### config.mk
export PLATFORM = sky130hd
export DESIGN_NAME = bcd_display_driver_flat
export DESIGN_NICKNAME = d
export VERILOG_FILES = /design/src/rtl/bcd_display_driver_if.sv /design/src/rtl/bcd_display_driver.sv /design/src/flat_wrapper.sv
export SDC_FILE = /design/constraint.sdc
export NUM_CORES = 1
export LEC_CHECK = 0
export BUFFER_PORTS_ARGS = -buffer_cell sky130_fd_sc_hd__buf_4
export CAP_MARGIN = 20
export CORE_ASPECT_RATIO = 1.1
export CORE_MARGIN = 1.5
export CORE_UTILIZATION = 59
export DETAILED_ROUTE_END_ITERATION = 8
export PLACE_DENSITY = 0.91
export SLEW_MARGIN = 30
export SYNTH_ARGS = -nofsm -noshare
export SYNTH_HDL_FRONTEND = slang
export SYNTH_SLANG_ARGS = --single-unit
export TNS_END_PERCENT = 50
### constraint.sdc
create_clock -name clk -period 5.06 [get_ports clk]
set_input_delay 0.506 -clock clk [delete_from_list [all_inputs] [get_ports clk]]
set_output_delay 0.506 -clock clk [all_outputs]
set_load 0.03 [all_outputs]
### src/rtl/bcd_display_driver_if.sv
// Bundle between the button-entry stage, the BCD display driver and its
// consumers: binary number in; BCD result, status and display drive out.
interface bcd_display_driver_if;
  logic [13:0] number;     // binary value from the button-entry stage
  logic [15:0] bcd;        // {thousands, hundreds, tens, ones}
  logic        bcd_valid;  // bcd holds a completed conversion
  logic        ovf;        // last converted number was clamped to 9999
  logic        busy;       // conversion in progress
  logic [6:0]  seg;        // {g,f,e,d,c,b,a}, active-high
  logic [3:0]  an;         // one-hot digit enable, an[0] = ones

  // Upstream/observer side: supplies number, watches everything else.
  modport master (
    output number,
    input  bcd, bcd_valid, ovf, busy, seg, an
  );

  // Driver side.
  modport slave (
    input  number,
    output bcd, bcd_valid, ovf, busy, seg, an
  );
endinterface

### src/rtl/bcd_display_driver.sv
// bcd_display_driver: converts the 14-bit button-entry value to four BCD
// digits with a sequential shift-add-3 engine (1 start + 14 shift + 1 done
// cycle) and scans them onto a multiplexed 4-digit 7-segment display.
// Values above 9999 are clamped to 9999 and flagged with ovf.
// Optional build macro: LEADING_ZERO_BLANK_EN -- blanks leading zero digits
// on the display (the ones digit is always shown); bcd is unaffected.
module bcd_display_driver #(
  parameter int SCAN_DIV = 1000  // cycles per digit before the scan advances, >= 2
) (
  input  logic                  clk,
  input  logic                  rst,
  bcd_display_driver_if.slave   bus
);

  typedef enum logic [1:0] {IDLE, SHIFT, DONE} state_t;

  localparam int                 DIV_W    = (SCAN_DIV > 2) ? $clog2(SCAN_DIV) : 1;
  localparam logic [DIV_W-1:0]   DIV_LAST = DIV_W'(SCAN_DIV - 1);

  // Conversion FSM and datapath
  state_t       r_state;
  state_t       w_state_next;
  logic [13:0]  r_last;
  logic         r_pending;
  logic [13:0]  r_shift;
  logic [15:0]  r_scratch;
  logic [3:0]   r_cnt;
  logic         r_ovf_next;
  logic [15:0]  r_bcd;
  logic         r_ovf;
  logic         r_valid;
  logic         w_start;
  logic         w_busy;
  logic [13:0]  w_clamped;
  logic [15:0]  w_adj;

  // Display scan
  logic [DIV_W-1:0] r_div;
  logic [1:0]       r_idx;
  logic [3:0]       r_an;
  logic [6:0]       r_seg;
  logic [3:0]       w_nibble;
  logic             w_blank;
  logic [6:0]       w_seg_next;

  // Standard 0-9 segment patterns; anything else is dark.
  function automatic logic [6:0] seg_decode(input logic [3:0] d);
    case (d)
      4'd0:    seg_decode = 7'h3F;
      4'd1:    seg_decode = 7'h06;
      4'd2:    seg_decode = 7'h5B;
      4'd3:    seg_decode = 7'h4F;
      4'd4:    seg_decode = 7'h66;
      4'd5:    seg_decode = 7'h6D;
      4'd6:    seg_decode = 7'h7D;
      4'd7:    seg_decode = 7'h07;
      4'd8:    seg_decode = 7'h7F;
      4'd9:    seg_decode = 7'h6F;
      default: seg_decode = 7'h00;
    endcase
  endfunction

  // A new conversion starts from IDLE when forced after reset or the input moved.
  assign w_start   = (r_state == IDLE) && (r_pending || (bus.number != r_last));
  assign w_clamped = (bus.number > 14'd9999) ? 14'd9999 : bus.number;

  // Add-3 correction: every scratch nibble >= 5 gets +3 before the shift.
  always_comb begin
    // NOTE: default assignment first so no path leaves the signal unassigned (no latch).
    w_adj = r_scratch;
    for (int i = 0; i < 4; i++) begin
      if (r_scratch[i*4 +: 4] >= 4'd5) begin
        w_adj[i*4 +: 4] = r_scratch[i*4 +: 4] + 4'd3;
      end
    end
  end

  // FSM state register.
  always_ff @(posedge clk) begin
    // NOTE: non-blocking so every register updates from pre-edge values.
    if (rst) begin
      r_state <= IDLE;
    end else begin
      r_state <= w_state_next;
    end
  end

  // FSM next-state logic.
  always_comb begin
    w_state_next = r_state;
    case (r_state)
      IDLE:    if (w_start) w_state_next = SHIFT;
      SHIFT:   if (r_cnt == 4'd13) w_state_next = DONE;
      DONE:    w_state_next = IDLE;
      default: w_state_next = IDLE;
    endcase
  end

  // FSM outputs.
  always_comb begin
    w_busy = (r_state != IDLE);
  end

  // Conversion datapath: capture on start, shift 14 times, publish on DONE.
  always_ff @(posedge clk) begin
    if (rst) begin
      r_last     <= '0;
      r_pending  <= 1'b1;
      r_shift    <= '0;
      r_scratch  <= '0;
      r_cnt      <= '0;
      r_ovf_next <= 1'b0;
      r_bcd      <= '0;
      r_ovf      <= 1'b0;
      r_valid    <= 1'b0;
    end else begin
      case (r_state)
        IDLE: begin
          if (w_start) begin
            r_last     <= bus.number;
            r_pending  <= 1'b0;
            r_shift    <= w_clamped;
            r_ovf_next <= (bus.number > 14'd9999);
            r_scratch  <= '0;
            r_cnt      <= '0;
          end
        end
        SHIFT: begin
          r_scratch <= {w_adj[14:0], r_shift[13]};
          r_shift   <= {r_shift[12:0], 1'b0};
          r_cnt     <= r_cnt + 4'd1;
        end
        DONE: begin
          r_bcd   <= r_scratch;
          r_ovf   <= r_ovf_next;
          r_valid <= 1'b1;
        end
        default: ;
      endcase
    end
  end

  // Digit currently being scanned, and whether it should be blanked.
  always_comb begin
    w_nibble = r_bcd[3:0];
    w_blank  = 1'b0;
    case (r_idx)
      2'd0: w_nibble = r_bcd[3:0];
      2'd1: w_nibble = r_bcd[7:4];
      2'd2: w_nibble = r_bcd[11:8];
      2'd3: w_nibble = r_bcd[15:12];
      default: ;
    endcase
`ifdef LEADING_ZERO_BLANK_EN
    case (r_idx)
      2'd1:    w_blank = (r_bcd[15:4]  == 12'd0);
      2'd2:    w_blank = (r_bcd[15:8]  == 8'd0);
      2'd3:    w_blank = (r_bcd[15:12] == 4'd0);
      default: w_blank = 1'b0;
    endcase
`endif
    w_seg_next = (!r_valid || w_blank) ? 7'h00 : seg_decode(w_nibble);
  end

  // Scan divider/index and registered digit drive.
  always_ff @(posedge clk) begin
    if (rst) begin
      r_div <= '0;
      r_idx <= '0;
      r_an  <= '0;
      r_seg <= '0;
    end else begin
      if (r_div == DIV_LAST) begin
        r_div <= '0;
        r_idx <= r_idx + 2'd1;
      end else begin
        r_div <= r_div + DIV_W'(1);
      end
      r_an  <= 4'b0001 << r_idx;
      r_seg <= w_seg_next;
    end
  end

  assign bus.bcd       = r_bcd;
  assign bus.bcd_valid = r_valid;
  assign bus.ovf       = r_ovf;
  assign bus.busy      = w_busy;
  assign bus.seg       = r_seg;
  assign bus.an        = r_an;

endmodule

### src/flat_wrapper.sv
// flat-port wrapper written by rule: the top's interface ports become plain ports
module bcd_display_driver_flat 
#(
  parameter int SCAN_DIV = 1000                                                    
)
  (clk, rst, bus_number, bus_bcd, bus_bcd_valid, bus_ovf, bus_busy, bus_seg, bus_an);
  bcd_display_driver_if bus_i ();
  input  logic clk;
  input  logic rst;
  input wire logic [$bits(bus_i.number)-1:0] bus_number;
  output wire logic [$bits(bus_i.bcd)-1:0] bus_bcd;
  output wire logic [$bits(bus_i.bcd_valid)-1:0] bus_bcd_valid;
  output wire logic [$bits(bus_i.ovf)-1:0] bus_ovf;
  output wire logic [$bits(bus_i.busy)-1:0] bus_busy;
  output wire logic [$bits(bus_i.seg)-1:0] bus_seg;
  output wire logic [$bits(bus_i.an)-1:0] bus_an;
  assign bus_i.number = bus_number;
  assign bus_bcd = bus_i.bcd;
  assign bus_bcd_valid = bus_i.bcd_valid;
  assign bus_ovf = bus_i.ovf;
  assign bus_busy = bus_i.busy;
  assign bus_seg = bus_i.seg;
  assign bus_an = bus_i.an;
  bcd_display_driver #(.SCAN_DIV(SCAN_DIV)) u_core (.clk(clk), .rst(rst), .bus(bus_i));
endmodule
======== After elaboration in Yosys (flattened, before gate mapping) ========
Memory sizes are Yosys's and may differ from the RTL's. A register that Yosys moved wholly into a read port is not among the register bits.
Cells that the tools add are included.
word-level totals
  register bits ........................... 86
  memory bits (read-only) ................. 112
  output and inout port bits .............. 30
  memories kept ........................... 1
operators by class
  add/sub/neg operators ................... 7
  $lt $le $gt $ge ......................... 5
  eq/ne operators ......................... 10
  shift operators ......................... 1
  multiplexer cells ....................... 15
  bitwise operators ....................... 1
  reductions and logical operators ........ 11
memory list
  memory           words  bits a word  rd ports  clocked after Yosys merged registers in  write ports  RTL line                  text
  (no name shown)  16     7            1         1                                        0            bcd_display_driver.sv:48  case (d)
operators with widths
  operator                 number
  $pmux W16 S2             1
  $mux W14                 2
  $pmux W14 S2             1
  $ge A4 B3 Y1 const B     4
  $mux W16                 1
  $mux W4                  4
  $pmux W4 S4              1
  $gt A14 B14 Y1 const B   1
  $ne A14 B14 Y1           1
  $add A4 B2 Y4 const B    3
  $add A10 B1 Y10 const B  1
  $eq A10 B10 Y1 const B   1
  $pmux W4 S2              1
  $eq A2 B2 Y1 const B     3
  $reduce_and A2 Y1        3
  $add A4 B1 Y4 const B    1
  $eq A2 B1 Y1 const B     2
  $eq A4 B4 Y1 const B     1
  $logic_not A2 Y1         2
  $mux W2                  2
  $ne A2 B1 Y1 const B     2
  $pmux W2 S2              1
  $reduce_bool A2 Y1       2
  $reduce_or A2 Y1         2
  7 further kinds          7

======== Depth between registers and ports, before layout ========
  depth in word-level cells ............... 5
  gate-level depth with buffers ........... 11
  depth with buffers taken out ............ 11

======== Worst setup path after synthesis ========
No wires, ideal clock.
  path type ............................... input -> register
  from .................................... input bus_number[9]
  to ...................................... register u_core.r_last[0]
  library setup time ...................... 0.128 ns
  data arrival time ....................... 1.888 ns
  required time ........................... 4.932 ns
  slack ................................... 3.044 ns
  cell stages on the path ................. 8
  buffers on the path ..................... 2
  cells stage by stage .................... xnor2_1 -> nand4_1 -> or4_4 -> o21ai_2 -> buf_6 -> buf_12 -> mux2i_1 -> nor2_1
on the way
  longest elaborated chain between the ends .. 4
ends and longest elaborated chain
  element                             RTL line                   text
  start: declaration                  flat_wrapper.sv:10         input wire logic [$bits(bus_i.number)-1:0] bus_number;
  $ne A14 B14 Y1                      bcd_display_driver.sv:64   assign w_start = (r_state == IDLE) && (r_pending || (bus.number != r_last));
  $logic_or A1 B1 Y1                  bcd_display_driver.sv:64
  $logic_and A1 B1 Y1                 bcd_display_driver.sv:64
  $reduce_and A2 Y1 (no source line)  --
  end signal: assignment              bcd_display_driver.sv:120  r_last <= bus.number;
  end: declaration                    bcd_display_driver.sv:23   logic [13:0] r_last;
Every way passes these cells.
A chain may end at the register's enable or synchronous reset.

======== Worst setup path after layout ========
  from .................................... register u_core.r_last[8]
  to ...................................... register u_core.r_shift[9]
on the way
  longest elaborated chain between the ends .. 5
ends and longest elaborated chain
  element                             RTL line                   text
  $ne A14 B14 Y1                      bcd_display_driver.sv:64
  $logic_or A1 B1 Y1                  bcd_display_driver.sv:64
  $logic_and A1 B1 Y1                 bcd_display_driver.sv:64
  $ne A2 B1 Y1 (no source line)       --
  $reduce_and A2 Y1 (no source line)  --
  end signal: assignment              bcd_display_driver.sv:122  r_shift <= w_clamped;
  end signal: assignment              bcd_display_driver.sv:130  r_shift <= {r_shift[12:0], 1'b0};
  end: declaration                    bcd_display_driver.sv:25   logic [13:0] r_shift;
Every way passes these cells.

==> results.json <==
{
  "outcome": "finished clean",
  "path_clk_slew_ps": 90,
  "syn_nets": 534,
  "finalWirelength_um": 9280,
  "ys_warn_count": 0,
  "grt_max_degree": 81,
  "fin_hold_ws_ps": 412,
  "fmax_mhz": 404,
  "dpl.hpwl_um": 6270,
  "crit_path_max_fanout": 17,
  "grt_pass1_wl_um": 15400,
  "synth-edff-count": 0,
  "clock_latency_ps": 360,
  "antenna_found_initial": 0,
  "relSlewSlack_pct": 46.2,
  "placed_area_sq_um": 4580,
  "grt_pass1_vias": 3497,
  "dr.pass1.iters": 5,
  "die_w_um": 83.8,
  "synth-seq-cells": 93,
  "final_hold_viol_count": 0,
  "syn_inst": 498,
  "fin_area_sq_um": 4790,
  "gr-usage-all-layers_pct": 24.6,
  "crit_path_end_kind": "register",
  "synthArstFlopShare_pct": 0,
  "p_total_w": 0.00141,
  "fin_setup_tns_ps": 0,
  "drive_above_1_share_pct": 14.6,
  "cts_buffers": 9,
  "rsz0062_at_grt": "false",
  "fill_cells": 560,
  "powerDensity_nw_per_um2": 295,
  "portBuffers": 45,
  "tritoncts": "done",
  "clock_skew_ps": 10.6,
  "clock_path_buffers": 2,
  "fin_crit_ps": 2470,
  "start_util_pct": 60.8,
  "path_class": "register to register",
  "maxCapViolCount": 0,
  "fin_crit_sh_pct": 48.9,
  "synth-main-ff-cell": "dfxtp_1",
  "drtAntennaViolNets": 0,
  "via_per_inst": 5.85,
  "overflow": 0,
  "cp_data_required_time_ps": 5330,
  "io_pins": 46,
  "cts.sink_count": 93,
  "htree_levels": 3,
  "nets": 566,
  "rows": 32,
  "remaining_drc_errors": 0,
  "clock-root-buffer": "clkbuf_8",
  "wl_per_cell_um": 15.0,
  "synth_area_sq_um": 4240,
  "ys_top_cells_by_count": "dfxtp_1, nor2_1, nand2_1",
  "core_area_sq_um": 6970,
  "synth_most_common_cell": "dfxtp_1",
  "peakVddDrop_mv": 0.220,
  "area_growth_pct": 13.1,
  "synth_cell_types": 44,
  "synth_top_area_share_pct": 43.9,
  "cts_hold_buf": 0,
  "post_cts_resized": 0,
  "startpoint_type": "register",
  "drtIter0Drc": 317,
  "num_antenna_cells": 0,
  "synth_top_area_cell": "dfxtp_1",
  "gp_congestion": 0.860,
  "p_leak_nw": 1.89,
  "die-area_sq_um": 7700,
  "setup_viol": 0,
  "cp.arrival_ps": 2740,
  "synth_seq_area_share_pct": 43.9,
  "tightest_slew_ps": 808,
  "netlist_top_cells_area": "dfxtp_1, nor2_1, ha_1, a21oi_1, nand2_1",
  "maxSlewViolCount": 0,
  "min-delay-path-class": "input pin to register",
  "die_h_um": 91.9,
  "post_cts_buffers": 0,
  "avgSynthCellArea_sq_um": 8.51,
  "via_count": 3625
}
## power breakdown
part	leakage, nW	internal, W	switching [W]
logic	1.03	0.0000426	0.0000649
registers	0.758	0.000753	0.0000166
clock network	0.105	0.000275	0.000258
total	1.89	0.00107	0.000340
## worst max-delay path, cell delays in order, from the launching register on
cell	delay [ps]
dfxtp_1	330
nor2b_1	130
a2111oi_0	390
nand3_1	310
o31ai_4	650
buf_8	250
nor3_1	80
nor4_2	240
## sequential cells by signal, indices dropped and copies added (netlist names)
register              flops
u_core.bus.an             4
u_core.bus.bcd           16
u_core.bus.bcd_valid      1
u_core.bus.ovf            1
u_core.bus.seg            7
u_core.r_cnt              4
u_core.r_div             10
u_core.r_idx              2
u_core.r_last            14
u_core.r_ovf_next         1
u_core.r_pending          1
u_core.r_scratch         16
u_core.r_shift           14
u_core.r_state            2
## metal layers
metal	up-vias	track usage (%)	part of all wire, %
met1	1691	28.8	41
li1	1746	-	-
met3	32	4.77	6.5
met4	0	12.8	3.1
met2	156	42.7	50
met5	-	0	0
## per-stage QoR
stage	instances	setup WS, ps	utilization, %
after floorplan	498	3040	-
after global placement	603	2230	65.3
after detailed placement	604	2430	65.7
after CTS	620	2690	68.8
after global routing	620	2480	68.8
final	620	2590	68.8
## final timing paths
check,start,endpoint,slack [ps],depth (start not counted)
worst min register to register,u_core.r_div[0],u_core.r_div[0],450,1
worst max register to register,u_core.r_last[8],u_core.r_shift[9],2590,7
worst max-delay path,u_core.r_last[8],u_core.r_shift[9],2590,7
worst min-delay path,bus_number[2],u_core.r_last[2],410,3
## cell families (layout without fill, tap and decap cells)
logic type      Yosys count  in the layout  synth area share [%]
simple gates            208            208                  23.0
flops                    93             93                  43.9
compound gates           87             87                  13.0
buf+inv                  49             86                  5.29
xor+xnor                 27             27                  5.58
fa+ha+maj                20             20                  5.91
mux                      14             14                  3.31
## final cells by class
cell class	instances	area [sq um]	area share, %
clock inverter	7	90.1	1.88
timing repair buffer	47	360	7.52
tap	85	106	2.22
multi-input combinational	356	2160	45.1
clock buffer	9	124	2.59
sequential	93	1860	38.9
inverter	23	86.3	1.80
## placed cells by master, fill, tap and decap left out, types with 2 or more instances in the layout
| cell | count |
|---|---|
| dfxtp_1 | 93 |
| nor2_1 | 78 |
| nand2_1 | 56 |
| buf_4 | 46 |
| a21oi_1 | 42 |
| nor3_1 | 26 |
| inv_1 | 23 |
| ha_1 | 20 |
| xnor2_1 | 18 |
| mux2i_1 | 14 |
| nand3_1 | 12 |
| o21ai_0 | 11 |
| a22oi_1 | 10 |
| xor2_1 | 9 |
| clkbuf_8 | 9 |
| nor2b_1 | 6 |
| nand2b_1 | 6 |
| nor4_2 | 6 |
| a221oi_1 | 5 |
| a222oi_1 | 4 |
| and3_1 | 4 |
| a31oi_1 | 3 |
| clkinv_2 | 3 |
| a21o_1 | 2 |
| or2_2 | 2 |
| nor4_1 | 2 |
| o31a_1 | 2 |
| or3b_2 | 2 |
| bufinv_16 | 2 |
| clkinvlp_4 | 2 |
(Power assumes the default switching activity.)
